--- src/rtl/spi_master.sv ---
// SPI master: configurable word width and sck divider, MSB first.
// Ports: clk, rst_n (sync, active-low), start, tx_data, busy, done,
// rx_data, sck, ena (active-low select), dout, din.
// Optional macro SPI_MASTER_MODE_SEL_EN adds cpol/cpha mode inputs;
// without it the core is fixed to mode 0.
module spi_master #(
  parameter int DATA_W  = 8,
  parameter int CLK_DIV = 4
) (
  input  logic              clk,
  input  logic              rst_n,
  input  logic              start,
  input  logic [DATA_W-1:0] tx_data,
`ifdef SPI_MASTER_MODE_SEL_EN
  input  logic              cpol,
  input  logic              cpha,
`endif
  output logic              busy,
  output logic              done,
  output logic [DATA_W-1:0] rx_data,
  output logic              sck,
  output logic              ena,
  output logic              dout,
  input  logic              din
);

  localparam int BW = (DATA_W > 1) ? $clog2(DATA_W) : 1;
  localparam logic [7:0] DIV_LAST = 8'(CLK_DIV - 1);
  localparam logic [BW-1:0] BIT_LAST = BW'(DATA_W - 1);

  typedef enum logic [1:0] {
    IDLE,
    LEAD,
    XFER,
    TRAIL
  } state_t;

  logic cpol_in;
  logic cpha_in;

`ifdef SPI_MASTER_MODE_SEL_EN
  assign cpol_in = cpol;
  assign cpha_in = cpha;
`else
  assign cpol_in = 1'b0;
  assign cpha_in = 1'b0;
`endif

  state_t            state, state_n;
  logic [7:0]        div, div_n;
  logic [BW-1:0]     bit_cnt, bit_n;
  logic              half, half_n;
  logic              fin, fin_n;
  logic [DATA_W-1:0] sh, sh_n;
  logic              pol, pol_n;
  logic              pha, pha_n;
  logic              sck_n, ena_n, dout_n;
  logic              busy_n, done_n;
  logic [DATA_W-1:0] rx_n;
  logic              tick;
  logic              do_tog;
  logic              samp;

  assign tick = (div == DIV_LAST);

  always_ff @(posedge clk) begin
    if (!rst_n) begin
      state   <= IDLE;
      div     <= '0;
      bit_cnt <= '0;
      half    <= 1'b0;
      fin     <= 1'b0;
      sh      <= '0;
      pol     <= cpol_in;
      pha     <= cpha_in;
      sck     <= cpol_in;
      ena     <= 1'b1;
      dout    <= 1'b0;
      busy    <= 1'b0;
      done    <= 1'b0;
      rx_data <= '0;
    end else begin
      state   <= state_n;
      div     <= div_n;
      bit_cnt <= bit_n;
      half    <= half_n;
      fin     <= fin_n;
      sh      <= sh_n;
      pol     <= pol_n;
      pha     <= pha_n;
      sck     <= sck_n;
      ena     <= ena_n;
      dout    <= dout_n;
      busy    <= busy_n;
      done    <= done_n;
      rx_data <= rx_n;
    end
  end

  always_comb begin
    state_n = state;
    div_n   = div;
    bit_n   = bit_cnt;
    half_n  = half;
    fin_n   = fin;
    sh_n    = sh;
    pol_n   = pol;
    pha_n   = pha;
    sck_n   = sck;
    ena_n   = ena;
    dout_n  = dout;
    busy_n  = busy;
    done_n  = 1'b0;
    rx_n    = rx_data;
    do_tog  = 1'b0;
    samp    = 1'b0;

    unique case (state)
      IDLE: begin
        ena_n  = 1'b1;
        busy_n = 1'b0;
        dout_n = 1'b0;
        sck_n  = cpol_in;
        div_n  = '0;
        bit_n  = '0;
        half_n = 1'b0;
        fin_n  = 1'b0;
        if (start) begin
          sh_n    = tx_data;
          pol_n   = cpol_in;
          pha_n   = cpha_in;
          ena_n   = 1'b0;
          busy_n  = 1'b1;
          dout_n  = cpha_in ? 1'b0 : tx_data[DATA_W-1];
          state_n = LEAD;
        end
      end
      LEAD: begin
        div_n = div + 8'd1;
        if (tick) begin
          div_n   = '0;
          do_tog  = 1'b1;
          state_n = XFER;
        end
      end
      XFER: begin
        div_n = div + 8'd1;
        if (tick) begin
          div_n = '0;
          if (fin) begin
            state_n = TRAIL;
          end else begin
            do_tog = 1'b1;
          end
        end
      end
      TRAIL: begin
        div_n = div + 8'd1;
        if (tick) begin
          div_n   = '0;
          ena_n   = 1'b1;
          dout_n  = 1'b0;
          busy_n  = 1'b0;
          done_n  = 1'b1;
          rx_n    = sh;
          state_n = IDLE;
        end
      end
      default: state_n = IDLE;
    endcase

    // half=0 marks an odd (leading) toggle, half=1 an even one.
    if (do_tog) begin
      sck_n = ~sck;
      samp  = pha ? half : ~half;
      if (samp) begin
        sh_n = {sh[DATA_W-2:0], din};
      end
      if (pha && !half) begin
        dout_n = sh[DATA_W-1];
      end
      if (!pha && half && (bit_cnt != BIT_LAST)) begin
        dout_n = sh[DATA_W-1];
      end
      if (!half) begin
        half_n = 1'b1;
      end else begin
        half_n = 1'b0;
        if (bit_cnt == BIT_LAST) begin
          fin_n = 1'b1;
        end else begin
          bit_n = bit_cnt + 1'b1;
        end
      end
    end
  end

endmodule

--- config.mk ---
export PLATFORM = sky130hd
export DESIGN_NAME = spi_master
export DESIGN_NICKNAME = d
export VERILOG_FILES = /design/src/rtl/spi_master.sv
export SDC_FILE = /design/constraint.sdc
export NUM_CORES = 1
export LEC_CHECK = 0
export ABC_AREA = 1
export CAP_MARGIN = 20
export CORE_UTILIZATION = 50
export DETAILED_ROUTE_END_ITERATION = 8
export PLACE_DENSITY = 0.85
export SLEW_MARGIN = 10
export SYNTH_ARGS = -nofsm -noshare
export SYNTH_HDL_FRONTEND = slang
export SYNTH_SLANG_ARGS = --single-unit
--- constraint.sdc ---
create_clock -name clk -period 4 [get_ports clk]
set_clock_uncertainty 0.1 [all_clocks]
set_input_delay 0.6 -clock clk [delete_from_list [all_inputs] [get_ports clk]]
set_output_delay 0.6 -clock clk [all_outputs]
set_load 0.02 [all_outputs]
==> run metrics <==
status finished, final reports clean; setup slack after layout 1.98 ns; H-tree depth 2; Sw Share 36.0%; CP arrival 1.32 ns; Pleak 0.875 nW; Peak VDD IR 0.000276 V; Synth area leaders dfxtp_1, nand2_1, nor2_1, ha_1, inv_1; Crit Path Max Fanout 2; cell at the slowest stage of the critical path clkdlybuf4s50_1; initial drt markers 56; fillers 282; crit path time final 2.02 ns; vias in the first global route 1,230; IO Port Bufs 24; Comb pwr share 29.7%; Antenna diodes 0; Initial Util 54.2%; clock sinks 36; Async S/R FF share, synth 0%; router iterations before antenna repair 4; Clk Latency, worst-skew pair 0.35 ns; setup violators final 0; post-synthesis cell type count 24; Max-slew headroom 41.6%; CP Capture Type primary output; via count 1,443; CTS Buffer Depth 2; DP HPWL 2160 um; first-pass GRT wire length 5000 um; FF-to-FF End sh[2]; hold depth 1; Syn Nets 253; Hold Path Sink div[0]; CP max stage delay 0.61 ns; total gr overflow 0; worst hold slack 0.356 ns; core area 3130 um^2; share of cells above drive strength 1 7.25%; Slew Viols, Final 0; Slew @ Worst Pin 0.873 ns; root buffer cell clkbuf_4; initial antenna violation count 0; wire per inst 9.60 um; CP Data Required Time 3.30 ns; Synth Flop Type dfxtp_1; Cells after Synth 234; die extent in y 60.2 um; CP Launch Type flop; DRC Markers 0; Max Cap Viol 0; die width 60.2 um; post-layout net count 280; Yosys warnings 0; PwrDens 436 nW/um^2; crit path kind reg -> out; Final Hold Violating Endpoints 0; Synth area leader dfxtp_1; clk slew on worst S/H paths 0.12 ns; crit-path cells clkdlybuf4s50_1; postcts setup bufs 0; post-CTS resize count 0; largest net degree at the start of global routing 28; Syn Area/Cell 7.25 um^2; Net Sw Power 0.000315 W; worst r2r path cells 8; kind of cell adding the most delay to the critical path buffers and inverters; Synth top area share 42.5%; Reg2Reg Setup Slack 2.10 ns; Reg power frac 48.5%; RSZ-0062 raised after global routing no; cell area after synthesis 1700 um^2; final RePlAce weighted congestion 0.785; CTS Buf Count 5; final setup TNS 0 ns; total track usage 18.6%; fmax 0.496 GHz; WL final 2940 um; Die ar. 3630 um^2; Setup WS pre-CTS 1.61 ns; number of synthesized flops with an enable pin 0; TritonCTS clock tree yes; placement row count 20; #FFs+latches synth 36; io pins 25; Vias/cell 4.72; Worst Hold Launch div[0]; post-synthesis sequential area ratio 42.5%; WP buf/inv 1; hold crit path type reg -> reg; commonest cells in the netlist nand2_1, nor2_1, dfxtp_1; fin crit share 50.4%; antenna-violating nets left 0; cell with the most instances after synthesis nand2_1; CTS Hold Bufs 0; cell-internal power 0.000560 W; area delta synth->final 18.2%; R2R Path Start state[0]; post-route core utilization 64.1%; clock network fraction of design power 21.8%
[registers in the layout, indices dropped and copies added, names as in the netlist]
register	flops
bit_cnt	3
div	8
half	1
done	1
busy	1
dout	1
fin	1
sh	8
rx_data	8
state	2
sck	1
ena	1
[power by group through the flow]
| stage | registers (W) | clock network (W) | logic (W) |
|---|---|---|---|
| final | 0.000424 | 0.000191 | 0.000260 |
| after CTS | 0.000424 | 0.000195 | 0.000260 |
| after global routing | 0.000432 | 0.000210 | 0.000297 |
| after floorplan | 0.000437 | 0 | 0.000184 |
| after global placement | 0.000432 | 0 | 0.000256 |
| after detailed placement | 0.000433 | 0 | 0.000258 |
[worst max-delay path by stage]
stage	slack [ns]	end	startpoint	cells past startpoint
after detailed placement	1.61	div[5]	rst_n	5
after floorplan	2.45	sh[4]	state[0]	8
after global routing	1.84	div[5]	rst_n	5
after CTS	1.97	busy	busy	1
final	1.98	busy	busy	1
after global placement	1.62	div[5]	rst_n	5
[layout make-up]
type                            count  area, um^2  area share (%)
Multi-Input combinational cell    171         846            42.2
Sequential cell                    36         721            36.0
Timing Repair Buffer               24         240            12.0
Inverter                           23        86.3            4.31
Tap cell                           44        55.1            2.75
Clock buffer                        5        37.5            1.87
Clock inverter                      3        18.8           0.936
[layer usage]
metal | vias to the layer above | track usage [%] | routed length (um)
li1 | 788 | - | -
met1 | 618 | 23.7 | 1480
met2 | 33 | 29.2 | 1230
met3 | 4 | 5.19 | 171
met4 | 0 | 7.97 | 54
met5 | - | 0 | 0
[cells by family after synthesis]
| group | synth area share (%) |
|---|---|
| AOI/OAI and AO/OA | 7.97 |
| xor gates and xnor gates | 1.55 |
| adders and majority gates | 5.17 |
| buffers and inverters | 7.60 |
| DFF | 42.5 |
| and+or+nand+nor | 35.2 |
[worst reg2reg max path, cell delays in order, from the launching register on]
cell and delay [ns]:
dfxtp_1 0.39, inv_1 0.08, ha_1 0.29, nand2_1 0.27
clkinv_1 0.34, nand2_1 0.15, nand3_1 0.08, nand2_1 0.07
nor2_1 0.07
[cells in the final DEF (no fill, tap or decap)]
master,synthesis,final
a21oi_1,8,8
a21oi_4,1,1
clkbuf_4,0,5
clkdlybuf4s50_1,0,24
clkinv_1,1,1
clkinv_2,0,2
clkinv_4,0,1
dfxtp_1,36,36
ha_1,7,7
inv_1,22,22
nand2_1,56,56
nand2_2,2,2
nand3_1,14,14
nand3_2,3,3
nand3_4,1,1
nand4_1,1,1
nor2_1,54,54
nor2_2,1,1
nor2_4,2,2
nor3_1,1,1
nor3b_1,1,1
o21ai_0,14,14
o32ai_1,1,1
or2_2,1,1
xor2_1,3,3
[per-stage QoR]
stage,area [um^2],power (W),std cells
6_report,2000,0.000875,306
4_1_cts,2000,0.000879,306
5_1_grt,2000,0.000938,306
2_1_floorplan,1700,0.000621,234
3_3_place_gp,1950,0.000688,298
3_5_place_dp,1950,0.000691,298
Note: power is estimated with default switching activity, not from simulation.
